===== config.mk =====
export PLATFORM = sky130hd
export DESIGN_NAME = kpn_queue_read_arbiter_flat
export DESIGN_NICKNAME = d
export VERILOG_FILES = /design/src/rtl/kpn_queue_read_arbiter_if.sv /design/src/rtl/kpn_queue_read_arbiter.sv /design/src/flat_wrapper.sv
export SDC_FILE = /design/constraint.sdc
export NUM_CORES = 1
export LEC_CHECK = 0
export ABC_CLOCK_PERIOD_IN_PS = 4550
export BUFFER_PORTS_ARGS = -buffer_cell sky130_fd_sc_hd__buf_4
export CAP_MARGIN = 10
export CORE_UTILIZATION = 45
export CTS_CLUSTER_SIZE = 24
export DETAILED_ROUTE_END_ITERATION = 8
export HOLD_SLACK_MARGIN = 0.03
export PLACE_DENSITY = 0.73
export SYNTH_ARGS = -nofsm -noshare
export SYNTH_HDL_FRONTEND = slang
export SYNTH_SLANG_ARGS = --single-unit

===== constraint.sdc =====
create_clock -name clk -period 4.55 [get_ports clk]
set_clock_uncertainty 0.15 [all_clocks]
set_input_delay 0.455 -clock clk [delete_from_list [all_inputs] [get_ports clk]]
set_output_delay 0.455 -clock clk [all_outputs]
set_load 0.05 [all_outputs]

===== src/rtl/kpn_queue_read_arbiter_if.sv =====
// Read-side bundle between the KPN queue, its consumer processes and the arbiter.
// KPN_QUEUE_ARB_STATS_EN adds the read/abort statistics counters.
interface kpn_queue_read_arbiter_if #(
  parameter int BITS_NUMBER    = 16,
  parameter int NUM_REQUESTERS = 4
);
  logic [NUM_REQUESTERS-1:0] req;
  logic                      queue_empty;
  logic [BITS_NUMBER-1:0]    queue_data;
  logic                      queue_rd;
  logic [NUM_REQUESTERS-1:0] grant;
  logic [BITS_NUMBER-1:0]    data_out;
  logic [NUM_REQUESTERS-1:0] data_valid;
  logic                      busy;
`ifdef KPN_QUEUE_ARB_STATS_EN
  logic [15:0]               read_count;
  logic [7:0]                abort_count;
`endif

  // master: the arbiter; slave: the queue/consumer side
  modport master (
    input  req, queue_empty, queue_data,
`ifdef KPN_QUEUE_ARB_STATS_EN
    output read_count, abort_count,
`endif
    output queue_rd, grant, data_out, data_valid, busy
  );

  modport slave (
    output req, queue_empty, queue_data,
`ifdef KPN_QUEUE_ARB_STATS_EN
    input  read_count, abort_count,
`endif
    input  queue_rd, grant, data_out, data_valid, busy
  );
endinterface


===== src/rtl/kpn_queue_read_arbiter.sv =====
// Round-robin arbiter sharing one KPN queue read port; each read is IDLE->ISSUE->CAPTURE.
// Optional statistics counters under KPN_QUEUE_ARB_STATS_EN.
module kpn_queue_read_arbiter #(
  parameter int BITS_NUMBER    = 16,
  parameter int NUM_REQUESTERS = 4,
  parameter int REQ_IDX_BITS   = 2
) (
  input  logic                   clk,
  input  logic                   reset_n,
  kpn_queue_read_arbiter_if.master bus
);

  typedef enum logic [1:0] {IDLE, ISSUE, CAPTURE} state_e;

  localparam logic [REQ_IDX_BITS-1:0] LAST_IDX = REQ_IDX_BITS'(NUM_REQUESTERS - 1);

  state_e                    state_q, state_d;
  logic [REQ_IDX_BITS-1:0]   last_idx_q, last_idx_d;
  logic [REQ_IDX_BITS-1:0]   win_q, win_d;
  logic [NUM_REQUESTERS-1:0] grant_q, grant_d;
  logic [NUM_REQUESTERS-1:0] dv_q, dv_d;
  logic [BITS_NUMBER-1:0]    dout_q, dout_d;
  logic                      busy_q, busy_d;
`ifdef KPN_QUEUE_ARB_STATS_EN
  logic [15:0]               read_count_q, read_count_d;
  logic [7:0]                abort_count_q, abort_count_d;
`endif

  logic [REQ_IDX_BITS-1:0]   cand, pick;
  logic                      found;

  // Scan upward from last_idx+1, wrapping at NUM_REQUESTERS rather than 2**REQ_IDX_BITS
  always_comb begin
    cand  = last_idx_q;
    pick  = last_idx_q;
    found = 1'b0;
    for (int i = 0; i < NUM_REQUESTERS; i++) begin
      cand = (cand == LAST_IDX) ? '0 : cand + 1'b1;
      if (!found && bus.req[cand]) begin
        found = 1'b1;
        pick  = cand;
      end
    end
  end

  always_comb begin
    state_d    = state_q;
    last_idx_d = last_idx_q;
    win_d      = win_q;
    grant_d    = grant_q;
    dv_d       = '0;
    dout_d     = dout_q;
    busy_d     = busy_q;
`ifdef KPN_QUEUE_ARB_STATS_EN
    read_count_d  = read_count_q;
    abort_count_d = abort_count_q;
`endif
    case (state_q)
      IDLE: begin
        if (found && !bus.queue_empty) begin
          win_d       = pick;
          grant_d     = '0;
          grant_d[pick] = 1'b1;
          busy_d      = 1'b1;
          state_d     = ISSUE;
        end
      end
      ISSUE: begin
        // Queue drained elsewhere: abandon without touching fairness state
        if (bus.queue_empty) begin
          grant_d = '0;
          busy_d  = 1'b0;
          state_d = IDLE;
`ifdef KPN_QUEUE_ARB_STATS_EN
          if (abort_count_q != 8'hFF) abort_count_d = abort_count_q + 8'd1;
`endif
        end else begin
          state_d = CAPTURE;
        end
      end
      CAPTURE: begin
        dout_d      = bus.queue_data;
        dv_d[win_q] = 1'b1;
        last_idx_d  = win_q;
        grant_d     = '0;
        busy_d      = 1'b0;
        state_d     = IDLE;
`ifdef KPN_QUEUE_ARB_STATS_EN
        read_count_d = read_count_q + 16'd1;
`endif
      end
      default: begin
        grant_d = '0;
        busy_d  = 1'b0;
        state_d = IDLE;
      end
    endcase
  end

  always_ff @(posedge clk or negedge reset_n) begin
    if (!reset_n) begin
      state_q    <= IDLE;
      last_idx_q <= LAST_IDX;
      win_q      <= '0;
      grant_q    <= '0;
      dv_q       <= '0;
      dout_q     <= '0;
      busy_q     <= 1'b0;
`ifdef KPN_QUEUE_ARB_STATS_EN
      read_count_q  <= '0;
      abort_count_q <= '0;
`endif
    end else begin
      state_q    <= state_d;
      last_idx_q <= last_idx_d;
      win_q      <= win_d;
      grant_q    <= grant_d;
      dv_q       <= dv_d;
      dout_q     <= dout_d;
      busy_q     <= busy_d;
`ifdef KPN_QUEUE_ARB_STATS_EN
      read_count_q  <= read_count_d;
      abort_count_q <= abort_count_d;
`endif
    end
  end

  // Read strobe is gated by the live empty flag so a late drain never causes an underflow read
  assign bus.queue_rd   = (state_q == ISSUE) && !bus.queue_empty;
  assign bus.grant      = grant_q;
  assign bus.data_valid = dv_q;
  assign bus.data_out   = dout_q;
  assign bus.busy       = busy_q;
`ifdef KPN_QUEUE_ARB_STATS_EN
  assign bus.read_count  = read_count_q;
  assign bus.abort_count = abort_count_q;
`endif

endmodule

===== src/flat_wrapper.sv =====
// flat-port wrapper written by rule: the top's interface ports become plain ports
module kpn_queue_read_arbiter_flat 
#(
  parameter int BITS_NUMBER    = 16,
  parameter int NUM_REQUESTERS = 4,
  parameter int REQ_IDX_BITS   = 2
)
  (clk, reset_n, bus_req, bus_queue_empty, bus_queue_data, bus_queue_rd, bus_grant, bus_data_out, bus_data_valid, bus_busy);
  kpn_queue_read_arbiter_if #(.BITS_NUMBER(BITS_NUMBER), .NUM_REQUESTERS(NUM_REQUESTERS)) bus_i ();
  input  logic clk;
  input  logic reset_n;
  input wire logic [$bits(bus_i.req)-1:0] bus_req;
  input wire logic [$bits(bus_i.queue_empty)-1:0] bus_queue_empty;
  input wire logic [$bits(bus_i.queue_data)-1:0] bus_queue_data;
  output wire logic [$bits(bus_i.queue_rd)-1:0] bus_queue_rd;
  output wire logic [$bits(bus_i.grant)-1:0] bus_grant;
  output wire logic [$bits(bus_i.data_out)-1:0] bus_data_out;
  output wire logic [$bits(bus_i.data_valid)-1:0] bus_data_valid;
  output wire logic [$bits(bus_i.busy)-1:0] bus_busy;
  assign bus_i.req = bus_req;
  assign bus_i.queue_empty = bus_queue_empty;
  assign bus_i.queue_data = bus_queue_data;
  assign bus_queue_rd = bus_i.queue_rd;
  assign bus_grant = bus_i.grant;
  assign bus_data_out = bus_i.data_out;
  assign bus_data_valid = bus_i.data_valid;
  assign bus_busy = bus_i.busy;
  kpn_queue_read_arbiter #(.BITS_NUMBER(BITS_NUMBER), .NUM_REQUESTERS(NUM_REQUESTERS), .REQ_IDX_BITS(REQ_IDX_BITS)) u_core (.clk(clk), .reset_n(reset_n), .bus(bus_i));
endmodule

* Word level (Yosys, flattened, before mapping)
Index checks and enable logic that the tools add are counted.
** Word-level totals
- Register bits :: 31
- Bits of input ports :: 23
- Word-level logic and storage cells :: 75
** Operators by class
- Add/sub/neg operators :: 4
- $lt $le $gt $ge :: 8
- Equal/unequal tests :: 8
- Muxes and demuxes :: 34
- Reduce and logical (&&, ||, !) cells :: 14
** Operator list (count)
- $mux W2 :: 10
- $lt A2 B3 Y1 const B :: 6
- $mux W1 :: 12
- $mux W4 :: 3
- $eq A2 B2 Y1 const B :: 5
- $add A2 B1 Y2 const B :: 4
- $bmux W1 S2 :: 4
- $pmux W4 S2 :: 1
- $logic_and A1 B1 Y1 :: 7
- $demux W1 S2 :: 2
- $ge A2 B1 Y1 const B :: 2
- $logic_not A1 Y1 :: 4
- $pmux W2 S2 :: 1
- $reduce_and A2 Y1 :: 2
- $eq A2 B1 Y1 const B :: 1
- $logic_not A2 Y1 :: 1
- $ne A2 B1 Y1 const B :: 1
- $ne A2 B2 Y1 const B :: 1
- $pmux W1 S2 :: 1

* Depth between registers and ports, before layout
- Word-level depth :: 20
- Gate-level depth with buffers :: 7
- Gate-level depth less buffers :: 6

* Least setup slack after synthesis
Ideal clock, no wire load.
- Path type :: register -> output
- From :: register u_core.state_q[0]
- To :: output bus_queue_rd
- Arrival time :: 1.616 ns
- Path slack :: 2.329 ns
- Cell stages (with the launch flop) :: 2
- Path buffers :: 0
- Path through :: dfrtp_1 nor3b_1
** Between the ends
- Cells in the longest elaborated chain, start to end :: 2
** RTL lines
- from (decl) :: RTL line kpn_queue_read_arbiter.sv:17 : state_e state_q, state_d;
- from (signal assigned) :: RTL line kpn_queue_read_arbiter.sv:114 : state_q <= state_d;
- $eq A2 B1 Y1 :: RTL line kpn_queue_read_arbiter.sv:129 : assign bus.queue_rd = (state_q == ISSUE) && !bus.queue_empty;
- $logic_and A1 B1 Y1 :: RTL line kpn_queue_read_arbiter.sv:129
- to (decl) :: RTL line flat_wrapper.sv:15 : output wire logic [$bits(bus_i.queue_rd)-1:0] bus_queue_rd;
Every way passes these cells.

* Worst setup path in the final report
- From :: register u_core.last_idx_q[0]
- To :: register u_core.grant_q[3], in the netlist u_core.bus.grant[3]
** Between the ends
- Cells in the longest elaborated chain, start to end :: 20
- Elaborated cells on any way between the ends :: 44
- Classes of those cells :: 4 x add/sub; 2 x order compare; 5 x eq/ne; 24 x mux; 9 x reduce/logical
** RTL lines
- from (decl) :: RTL line kpn_queue_read_arbiter.sv:18 : logic [REQ_IDX_BITS-1:0] last_idx_q, last_idx_d;
- from (signal assigned) :: RTL line kpn_queue_read_arbiter.sv:115 : last_idx_q <= last_idx_d;
- branches (longest 20 deep; another with $add A2 B1 Y2)
- to (signal assigned) :: RTL line kpn_queue_read_arbiter.sv:117 : grant_q <= grant_d;
- to (decl) :: RTL line kpn_queue_read_arbiter.sv:20 : logic [NUM_REQUESTERS-1:0] grant_q, grant_d;
Parallel ways; which one is timed is not known. The select of a mux whose other input is x is not followed.
A chain may end at the register's enable or synchronous reset.

==> results.md <==
- Data on the critical path is required at its endpoint by 4.63 ns.
- At the end of the flow, the number of nets in the layout was 229.
- The capture instance of the worst register-to-register path is u_core.bus.grant[3].
- Measured along the y axis, the die boundary spans 58.8 um.
- The synthesized netlist occupies a cell area of roughly 1500 um2.
- The hold violation count in the final report is 0.
- In the layout the commonest cells are sky130_fd_sc_hd__nand2_1, sky130_fd_sc_hd__buf_4, sky130_fd_sc_hd__dfrtp_1.
- The type of destination of the critical path is a flop.
- After floorplanning, the core was sized to cover 3050 um2.
- The leakage power summed over all cells is 0.964 nW.
- In the final layout, the share of cells above drive strength 1 is 31.6%.
- The final standard cell area without fillers is roughly 1900 um2.
- The count of buffers added by post-CTS timing repair for setup is 0.
- The flow ran to the end, and the final reports show no timing, DRC or antenna violations.
- The total chip power is 1.21 mW.
- The number of global-route vias before repair is around 1300.
- Dividing the detail-routed wire length by the instance count gives 12.7 um.
- The CTS tree is built.
- Once placement completed, the tool counted placed cells totaling 241.
- The critical register-to-register path startpoint is u_core.last_idx_q[0].
- The dominant synthesized flop cell is sky130_fd_sc_hd__dfrtp_1.
- Across the whole layout, storage elements account for roughly 780 um2.
- The post-route fraction of the period consumed by the critical path is 52.0%.
- The path class of the tightest hold or removal check is in -> reg.
- By area the synthesized netlist is led by sky130_fd_sc_hd__dfrtp_1, sky130_fd_sc_hd__nand2_1, sky130_fd_sc_hd__dfstp_2.
- The post-synthesis net count is between 150 and 200.
- The area after detailed placement is 1830 um2.
- The critical path in this run is classified as reg -> reg.
- The clock insertion delay at the later pin of the skew report is 0.32 ns.
- The library cell used most frequently in the layout, excluding fill and tap cells, is sky130_fd_sc_hd__nand2_1.
- The die is 58.8 um wide.
- The total track usage is about a fifth.
- The number of antenna violations at the first check in global routing is 0.
- The number of max-cap violations is 0.
- Synthesis inferred 31 register bits.
- Counting flops with a built-in enable in the synthesized netlist gives 0.
- CTS saw 31 sinks.
- The biggest area consumer among synthesized cells is sky130_fd_sc_hd__dfrtp_1.
- The congestion estimate from routability-driven global placement came to 0.979.
- The final antenna-violating net count is 0.
- The total negative slack for setup checks is 0 ns.
- Using the TritonRoute via totals, the vias-per-cell ratio works out to between 5 and 6.
- In this run the count of I/O pins placed on the die edge is 49.
- The minimum clock period is approximately 2.4 ns.
- The number of distinct library cell variants in the gate-level netlist after synthesis is 39.
- After the flow finishes, the layout carries non-filler instances totaling 250.
- The number of warnings issued by yosys is 0.
- During placement, the flow inserted port buffers numbering 48.
- The clock transition at the register clock pins on the worst setup and hold paths after CTS is 0.09 ns.
- The share of synthesized flip-flops with an asynchronous set or reset is 100%.
- The number of standard cells after synthesis is 157.
- The highest clock frequency the design can meet is between 0.4 and 0.5 GHz.
- The largest vdd supply drop is 0.000404 V.
- The effective utilization at floorplan is 47.5%.
- The count of cells along the worst register-to-register path is 6.
- In this run the number of H-tree levels came out at 2.
- The first-pass GRT wire length is 5.51 mm.
- The transition time at the pin with the least slew margin is 1.12 ns.
- The largest fanout on the critical path is 14.
- The wire-length estimate of the detail-placed layout is 2.25 mm.
- The register-to-register path setup slack is 2.18 ns.
- The final number of max-transition violations is 0.
- In this run the tightest slew margin relative to its limit is between 20% and 30%.
- The fraction of synthesized cell area taken by the top area cell type is between 50% and 60%.
- A synthesized cell averages 9.24 um2.
- The DRC violation count after routing is 0.
- The area taken by multi-input logic gates is 618 um2.
- After detailed routing, the total wire length is 3.18 mm.
- The die covers 3450 um2.
- The first detailed-routing pass ran for 4 iterations.
- The buffer type at the clock tree root is sky130_fd_sc_hd__clkbuf_4.
- The cell depth of the worst hold path is 3.
- Setup repair after global routing left no endpoint under its margin.
- The repair_antennas step left the layout with diodes totalling 0.
- The violation count after the first detailed-routing iteration is ~70.
- The maximum root-to-sink buffer count is 2.
- The global-route congestion overflow total is 0.
- Dividing total power by cell area gives a power density of 631 nW/um2.
- The hold path endpoint is u_core.bus.data_out[4].
- The vias after detailed routing is 1291.
- Sequential elements use 53.7% of the synthesized area.
- The filler cells instantiated in the layout total 258.
- In this run, CTS created clock tree buffers numbering 5.
- The pin count of the biggest net entering global routing is 32.
- The final core utilization is 62.5%.
- Setup violations remaining at the end of the flow were counted as 0.
- Row generation in the floorplan step produced 20 rows.
- STA puts the critical path data arrival time at between 2 and 2.5 ns.
- The worst setup path is launched from a flop.
- The area growth from synthesis to layout is 31.7%.
- The startpoint identified for the worst hold timing path is bus_queue_data[4].
cell families (layout without fill, tap and decap cells):
kind of cell	count (synthesis)	after routing	synth area share [%]
simple gates	84	84	26.4
mux	1	1	0.690
flops	31	31	53.7
fa+ha+maj	1	1	0.863
buf+inv	13	62	3.71
compound gates	27	27	14.7
metal layers:
layer	part of all wire (%)	GRT usage [%]
met5	0	0
met4	0	5.10
met3	8.2	8.57
met2	47	32.8
met1	44	28.0
worst max-delay path: stages, from the launching register on:
cell and delay [ns]:
sky130_fd_sc_hd__dfstp_2 0.62, sky130_fd_sc_hd__ha_1 0.39, sky130_fd_sc_hd__nor4_1 0.29, sky130_fd_sc_hd__a311oi_1 0.08, sky130_fd_sc_hd__o311ai_1 0.36, sky130_fd_sc_hd__o21ai_1 0.17
sky130_fd_sc_hd__o21ai_0 0.22
power breakdown:
part / internal [mW] / switching [mW]
registers: 0.362 / 0.0612
clock network: 0.0909 / 0.0889
logic: 0.197 / 0.406
synth_stat cells (all sizes together) (2+ instances only):
master / count
nor2b: 2
a221oi: 2
dfrtp: 29
o21ai: 10
nor3b: 3
nand2: 57
nand4: 3
dfstp: 2
o21a: 3
inv: 5
nor2: 6
a211oi: 2
nand3: 2
nor3: 4
clkbuf: 6
buf: 2
cell type report:
| cell class | count | area share [%] |
|---|---|---|
| clock buffers | 8 | 3.60 |
| inverters | 5 | 0.983 |
| multi-input cells | 113 | 32.4 |
| flip-flops and latches | 31 | 40.8 |
| well taps | 44 | 2.88 |
| repair buffers | 49 | 19.4 |
flip-flops by register name (all words and copies together), names as in the netlist:
| signal | cells |
|---|---|
| u_core.win_q | 2 |
| u_core.last_idx_q | 2 |
| u_core.state_q | 2 |
| u_core.bus.busy | 1 |
| u_core.bus.grant | 4 |
| u_core.bus.data_out | 16 |
| u_core.bus.data_valid | 4 |
worst max-delay path by stage:
stage | cells past startpoint | start | end
2_1_floorplan | 1 | u_core.state_q[0] | bus_queue_rd
6_report | 6 | u_core.last_idx_q[0] | u_core.bus.grant[3]
5_1_grt | 6 | u_core.last_idx_q[0] | u_core.bus.grant[3]
4_1_cts | 6 | u_core.last_idx_q[0] | u_core.bus.grant[3]
3_3_place_gp | 6 | u_core.last_idx_q[0] | u_core.bus.grant[3]
3_5_place_dp | 6 | u_core.last_idx_q[0] | u_core.bus.grant[3]
what timing repair did:
| action | in CTS | in global routing |
|---|---|---|
| gates resized for setup | 0 | 0 |
| hold buffers | 1 | 0 |
| endpoints found under the hold margin | 29 | 0 |
metrics by stage:
stage          hold slack (ns)  setup WS, ns
2_1_floorplan          0.00941          2.33
5_1_grt                  0.145          1.90
3_3_place_gp             0.250          2.35
6_report                 0.168          2.18
4_1_cts                  0.151          2.20
3_5_place_dp             0.251          2.22
Note: power is estimated with default switching activity, not from simulation.
